--- src/rtl/instruction_fetch_unit_if.sv ---
// instruction_fetch_unit_if: instruction memory request/response bus
interface instruction_fetch_unit_if;
   logic        req_valid;
   logic        req_ready;
   logic [31:0] req_addr;
   logic        rsp_valid;
   logic [31:0] rsp_data;
   modport master (output req_valid, output req_addr, input req_ready, input rsp_valid, input rsp_data);
   modport slave (input req_valid, input req_addr, output req_ready, output rsp_valid, output rsp_data);
endinterface

--- src/rtl/instruction_fetch_unit.sv ---
// instruction_fetch_unit: RV32I IF stage, single-outstanding fetch with stall, redirect and wrong-path kill
module instruction_fetch_unit #(
   parameter logic [31:0] RESET_PC  = 32'h0000_0000,
   parameter logic [31:0] NOP_INSTR = 32'h0000_0013
) (
   input  logic                      clk,
   input  logic                      rst,
   input  logic                      stall_i,
   input  logic                      redirect_valid,
   input  logic [31:0]               redirect_pc,
   instruction_fetch_unit_if.master  imem,
   output logic                      if_valid,
   output logic [31:0]               if_pc,
   output logic [31:0]               if_instr,
   output logic                      misaligned_fault
);
   typedef enum logic [1:0] {IDLE, FETCH, WAIT, HOLD} state_t;
   state_t      state, state_d;
   logic [31:0] pc, pc_d, hold_buf, hold_buf_d, if_pc_d, if_instr_d, dlv_data;
   logic        kill, kill_d, if_valid_d, fault_d, dlv;
   assign imem.req_valid = state == FETCH;
   assign imem.req_addr  = pc;
   always_comb begin
      state_d    = state;
      pc_d       = pc;
      kill_d     = kill;
      hold_buf_d = hold_buf;
      if_valid_d = stall_i & if_valid;
      if_pc_d    = if_pc;
      if_instr_d = if_instr;
      fault_d    = 1'b0;
      dlv        = 1'b0;
      dlv_data   = imem.rsp_data;
      case (state)
         IDLE: state_d = FETCH;
         FETCH: if (imem.req_ready) begin
            state_d = WAIT;
            kill_d  = redirect_valid;
         end
         WAIT: if (imem.rsp_valid) begin
            kill_d = 1'b0;
            if (kill || redirect_valid) state_d = FETCH;
            else if (stall_i) begin
               state_d    = HOLD;
               hold_buf_d = imem.rsp_data;
            end else begin
               state_d = FETCH;
               dlv     = 1'b1;
            end
         end else if (redirect_valid) kill_d = 1'b1;
         HOLD: if (redirect_valid || !stall_i) begin
            state_d  = FETCH;
            dlv      = !redirect_valid;
            dlv_data = hold_buf;
         end
         default: state_d = IDLE;
      endcase
      if (dlv) begin
         if_valid_d = 1'b1;
         if_pc_d    = pc;
         if_instr_d = dlv_data;
         pc_d       = pc + 32'd4;
      end
      // redirect overrides stall and delivery; an in-flight old-pc response is marked for drop above
      if (redirect_valid) begin
         pc_d       = {redirect_pc[31:2], 2'b00};
         if_valid_d = 1'b0;
         if_instr_d = NOP_INSTR;
         hold_buf_d = '0;
         fault_d    = |redirect_pc[1:0];
      end
   end
   always_ff @(posedge clk or negedge rst) begin
      if (!rst) begin
         state            <= IDLE;
         pc               <= RESET_PC;
         kill             <= 1'b0;
         hold_buf         <= '0;
         if_valid         <= 1'b0;
         if_pc            <= '0;
         if_instr         <= NOP_INSTR;
         misaligned_fault <= 1'b0;
      end else begin
         state            <= state_d;
         pc               <= pc_d;
         kill             <= kill_d;
         hold_buf         <= hold_buf_d;
         if_valid         <= if_valid_d;
         if_pc            <= if_pc_d;
         if_instr         <= if_instr_d;
         misaligned_fault <= fault_d;
      end
   end
endmodule

--- src/flat_wrapper.sv ---
// flat-port wrapper written by rule: the top's interface ports become plain ports
module instruction_fetch_unit_flat 
#(
   parameter logic [31:0] RESET_PC  = 32'h0000_0000,
   parameter logic [31:0] NOP_INSTR = 32'h0000_0013
)
  (clk, rst, stall_i, redirect_valid, redirect_pc, if_valid, if_pc, if_instr, misaligned_fault, imem_req_valid, imem_req_addr, imem_req_ready, imem_rsp_valid, imem_rsp_data);
  instruction_fetch_unit_if imem_i ();
  input  logic clk;
  input  logic rst;
  input  logic stall_i;
  input  logic redirect_valid;
  input  logic [31:0] redirect_pc;
  output logic if_valid;
  output logic [31:0] if_pc;
  output logic [31:0] if_instr;
  output logic misaligned_fault;
  output wire logic [$bits(imem_i.req_valid)-1:0] imem_req_valid;
  output wire logic [$bits(imem_i.req_addr)-1:0] imem_req_addr;
  input wire logic [$bits(imem_i.req_ready)-1:0] imem_req_ready;
  input wire logic [$bits(imem_i.rsp_valid)-1:0] imem_rsp_valid;
  input wire logic [$bits(imem_i.rsp_data)-1:0] imem_rsp_data;
  assign imem_req_valid = imem_i.req_valid;
  assign imem_req_addr = imem_i.req_addr;
  assign imem_i.req_ready = imem_req_ready;
  assign imem_i.rsp_valid = imem_rsp_valid;
  assign imem_i.rsp_data = imem_rsp_data;
  instruction_fetch_unit #(.RESET_PC(RESET_PC), .NOP_INSTR(NOP_INSTR)) u_core (.clk(clk), .rst(rst), .stall_i(stall_i), .redirect_valid(redirect_valid), .redirect_pc(redirect_pc), .imem(imem_i), .if_valid(if_valid), .if_pc(if_pc), .if_instr(if_instr), .misaligned_fault(misaligned_fault));
endmodule
--- config.mk ---
export PLATFORM = sky130hd
export DESIGN_NAME = instruction_fetch_unit_flat
export DESIGN_NICKNAME = d
export VERILOG_FILES = /design/src/rtl/instruction_fetch_unit_if.sv /design/src/rtl/instruction_fetch_unit.sv /design/src/flat_wrapper.sv
export SDC_FILE = /design/constraint.sdc
export NUM_CORES = 1
export LEC_CHECK = 0
export ABC_CLOCK_PERIOD_IN_PS = 5300
export CORE_ASPECT_RATIO = 1.1
export CORE_MARGIN = 5
export CORE_UTILIZATION = 51
export CTS_CLUSTER_SIZE = 30
export DETAILED_ROUTE_END_ITERATION = 12
export PLACE_DENSITY = 0.85
export SYNTH_ARGS = -nofsm -noshare
export SYNTH_HDL_FRONTEND = slang
export SYNTH_SLANG_ARGS = --single-unit
--- constraint.sdc ---
create_clock -name clk -period 5.3 [get_ports clk]
set_input_delay 1.325 -clock clk [delete_from_list [all_inputs] [get_ports clk]]
set_output_delay 1.325 -clock clk [all_outputs]
set_load 0.02 [all_outputs]
After elaboration in Yosys (flattened, before gate mapping)
Index checks and enable logic that the tools add are counted.
W data, S select, Z words.
{"block": "totals", "elab_cells": 61, "out_inout_bits": 99, "register_bits": 133}
{"block": "op_classes", "bitwise_logic": 1, "n_eq_ne": 8, "mux": 29, "n_reduce_logical": 14, "addsub": 1}
{"op": "$mux W32", "count": 11}
{"op": "$add A32 B3 Y32 const B", "count": 1}
{"op": "$mux W1", "count": 10}
{"op": "$mux W2", "count": 5}
{"op": "$reduce_bool A2 Y1", "count": 5}
{"op": "$pmux W2 S4", "count": 1}
{"op": "$reduce_and A3 Y1", "count": 2}
{"op": "$eq A2 B2 Y1 const B", "count": 2}
{"op": "$ne A2 B1 Y1 const B", "count": 2}
{"op": "$ne A2 B2 Y1 const B", "count": 2}
{"op": "$pmux W1 S2", "count": 2}
{"op": "$reduce_and A4 Y1", "count": 1}
{"op": "$ne A3 B3 Y1 const B", "count": 1}
{"op": "$eq A2 B1 Y1 const B", "count": 1}
{"op": "$logic_not A1 Y1", "count": 2}
{"op": "$logic_not A2 Y1", "count": 1}
{"op": "$logic_or A1 B1 Y1", "count": 2}
{"op": "$reduce_or A2 Y1", "count": 1}
{"op": "$and A1 B1 Y1", "count": 1}

Depth between registers and ports, before layout
{"block": "logic_depth", "ltp_word": 6, "ltp_mapped": 8, "ltp_nobuf": 7}

Worst setup path after synthesis
No wires, ideal clock.
{"block": "synth_timing", "kind": "input port to flip-flop", "start": "input redirect_valid", "end": "register u_core.if_instr[10]", "slack_ns": 2.732, "cell_stages": 7, "n_path_buf": 2, "arrival_time_ns": 2.474, "path_cell_list": "clkbuf_1 -> inv_1 -> nand2_1 -> nand2_1 -> buf_2 -> mux2i_1 -> a211oi_1"}
{"block": "synth_between", "elab_chain_cells": 5, "word_cells_on_any_way": 12}
{"item": "from (decl)", "line": "flat_wrapper.sv:12", "text": "input logic redirect_valid;"}
{"item": "$logic_or A1 B1 Y1 (on tied branches)", "line": "instruction_fetch_unit.sv:42, instruction_fetch_unit.sv:51"}
{"item": "$mux W1 or $mux W32 (tied branches)", "line": "instruction_fetch_unit.sv:42, instruction_fetch_unit.sv:51"}
{"item": "$mux W1 or $mux W32 (tied branches)", "line": "instruction_fetch_unit.sv:40, instruction_fetch_unit.sv:34"}
{"item": "$pmux W1 S2 or $mux W32 (tied branches)", "line": "instruction_fetch_unit.sv:34, instruction_fetch_unit.sv:58"}
{"item": "$reduce_bool A2 Y1 (no source line) or $mux W32 (tied branches)"}
{"item": "to (signal assigned)", "line": "instruction_fetch_unit.sv:90", "text": "if_instr <= if_instr_d;"}
{"item": "to (decl)", "line": "instruction_fetch_unit.sv:14", "text": "output logic [31:0] if_instr,"}
Parallel ways exist; a longest one is shown, timed or not. The select of a mux whose other input is x is not followed.
A chain may end at the register's enable or synchronous reset.

Worst setup path after layout
{"block": "layout_timing", "start": "input stall_i", "end": "register u_core.if_instr[2]"}
{"block": "layout_between", "elab_chain_cells": 6, "word_cells_on_any_way": 12}
{"item": "from (decl)", "line": "flat_wrapper.sv:11", "text": "input logic stall_i;"}
{"item": "parallel branches: the longest is 6 deep, another holds $pmux W1 S2"}
Parallel ways; which one is timed is not known. The select of a mux whose other input is x is not followed.

==> impl_metrics.toml <==
[synthesis]
syn_area_mm2 = 0.00584
synth-edff-count = 0
syn_inst = 582
async_flop_share_pct = 100
synth_warnings = 0
synth_seq_cells = 129
avgSynthCellArea_um2 = 10.0
ys_seq_area_share_pct = 55.3
synth_cell_types = 39
synth-main-ff-cell = "dfrtp_1"

[floorplan]
die_area_mm2 = 0.0137
dieWidth_um = 112
core_area_mm2 = 0.0113
start_util_pct = 51.5
rows = 41
die_h_um = 122
ios = 169

[power_and_ir_drop]
internal-power_mw = 2.43
p_sw_mw = 1.08
peakVddDrop_uv = 227
p_comb_share_pct = 28.7
leakage_nw = 3.75
p_seq_share_pct = 36.9
switching_share_pct = 30.8
p_clk_share_pct = 34.4
powerDensity_mw_per_mm2 = 429

[worst_hold_path]
min_from = "u_core.if_pc[12]"
hp-class = "register to register"

[drt]
drc = 0
first_iter_violations = 272
drt-pass1-iter-count = 7
wl_per_cell_um = 18.2
routed_wl_um = 16400
routed_via_density = 5.67
antenna_left = 0
vias = 5091

[global_route]
antenna_found_initial = 0
grt_max_degree = 88
overflow = 0
grt_pass1_vias = 5259
grt_pass1_wl_um = 26500
grtUsageTotal_pct = 24.1

[cells_and_area]
layout_common_cells = "162 x clkdlybuf4s50_1, 138 x nand2_1, 126 x dfrtp_1"
syn2layout_area_growth_pct = 40.3
layout-drive-gt1-share_pct = 6.82
nFillCells = 795
finalNetCount = 812
final_common_cell = "clkdlybuf4s50_1"
antenna_cells = 0

[sta]
period_needed_ps = 3280
fin_crit_sh_pct = 61.9
setup-tns-final_ps = 0
clock_skew_ps = 5.68
holdWs_ps = 474
slew_headroom_pct = 30.4
final_max_slew_viol_count = 0
setup_violations = 0
tightest_slew_ps = 1040
rsz0062_at_grt = "no"
fmax_mhz = 305
hold_violations = 0

[place]
place.detailed.hpwl_um = 11200
portBuffers = 164
gp_congestion = 0.810

[clocking]
cts-root-buf = "clkbuf_16"
clock-sinks = 129
cts_buffers = 17
cts_setup_buffers = 0
cts_max_level = 4
worstSkewPairLatency_ps = 410
cts_hold_buf = 0
cts_resized = 0
cts.clk_slew.worst_paths_ps = 50
cts_tree = "built"
cts.path.max_buffers = 2

[worst_setup_path]
cp-end-kind = "register"
critPathMaxFanout = 27
crit_type = "primary input to register"
cp-startpoint = "stall_i"
cp_data_arrival_time_ps = 3590
crit_path_start_kind = "primary input"
required_ps = 5610
r2r-start = "u_core.state[0]"

[job]
max_cap_viol_count = 0

[status]
status = "complete, no violations"
-- kinds of logic (layout without fill, tap and decap cells) --
kind of cell               count (synthesis)  count (layout)  share of synthesized area, %
AOI/OAI and AO/OA                        111             111                          13.1
and+or+nand+nor                          236             236                          18.0
buffers and inverters                     44             207                          3.28
other                                      1               4                        0.0642
DFF                                      129             129                          55.3
muxes                                     35              35                          6.04
adders and majority gates                  5               5                          1.07
xor gates and xnor gates                  21              21                          3.15
-- power by group through the flow --
stage	Sequential, mW	Clock, mW	Combinational (mW)
3_5_place_dp	1.31	0	1.01
3_3_place_gp	1.30	0	0.982
4_1_cts	1.30	1.22	1.02
6_report	1.30	1.21	1.01
5_1_grt	1.32	1.26	1.08
2_1_floorplan	1.48	0	0.329
-- registers in the layout, indices dropped and copies added, names as in the netlist --
register	cells
u_core.hold_buf	32
u_core.if_instr	32
u_core.if_pc	30
u_core.if_valid	1
u_core.imem.req_addr	30
u_core.kill	1
u_core.misaligned_fault	1
u_core.state	2
-- path summary, 6_finish.rpt --
check / to / cells past startpoint / slack [ps]
max: u_core.if_instr[2] / 6 / 2020
min: u_core.if_pc[12] / 2 / 470
max reg2reg: u_core.if_instr[29] / 8 / 2690
min reg2reg: u_core.if_pc[12] / 2 / 470
max in group asynchronous: u_core.imem.req_addr[11] / 2 / 3300
min in group asynchronous: u_core.if_pc[18] / 1 / 940
-- cell usage after synthesis (3+ instances only) --
| cell type | number | area share, % |
|---|---|---|
| a211oi_1 | 4 | 0.51 |
| a21oi_1 | 8 | 0.69 |
| a22o_1 | 32 | 4.8 |
| and3_1 | 4 | 0.43 |
| buf_2 | 8 | 0.69 |
| buf_4 | 4 | 0.51 |
| clkbuf_1 | 25 | 1.6 |
| dfrtp_1 | 126 | 54 |
| dfstp_2 | 3 | 1.3 |
| ha_1 | 5 | 1.1 |
| inv_1 | 6 | 0.39 |
| mux2i_1 | 33 | 5.7 |
| nand2_1 | 139 | 8.9 |
| nand3_1 | 40 | 3.4 |
| nand4_1 | 17 | 1.8 |
| nor2_1 | 19 | 1.2 |
| nor3_1 | 6 | 0.51 |
| o211ai_1 | 7 | 0.90 |
| o21ai_0 | 43 | 3.7 |
| o21ai_1 | 7 | 0.60 |
| xnor2_1 | 6 | 0.90 |
| xor2_1 | 15 | 2.2 |
-- routing by layer --
metal	GRT usage (%)	wire, µm
met4	8.72	386
met3	7.64	1400
met1	30.2	6730
met5	0	0
met2	39.6	7850
-- cell type report --
| type | instances | area, µm² | area share, % |
|---|---|---|---|
| Clock buffer | 24 | 472 | 5.76 |
| Clock inverter | 6 | 130 | 1.59 |
| Inverter | 6 | 22.5 | 0.275 |
| Multi-Input combinational cell | 412 | 2460 | 30.0 |
| Sequential cell | 129 | 3230 | 39.4 |
| Tap cell | 150 | 188 | 2.29 |
| Timing Repair Buffer | 171 | 1690 | 20.6 |
-- critical path: stages --
cell and delay (ps):
clkdlybuf4s50_1 600, nor2_1 320, a21boi_4 650, buf_4 380, nor2_1 80, a211oi_1 210
-- stage by stage --
step / total power, mW / setup WS (ps) / utilization (%) / instance area (µm²) / std cells
finish: 3.52 / 2020 / 72.3 / 8190 / 898
global route: 3.67 / 1850 / 72.3 / 8190 / 898
global placement: 2.28 / 1750 / 67.0 / 7590 / 868
CTS: 3.54 / 2030 / 72.3 / 8190 / 898
floorplan: 1.81 / 2730 / - / 5850 / 585
detailed placement: 2.33 / 1590 / 67.0 / 7590 / 868
(Power assumes the default switching activity.)
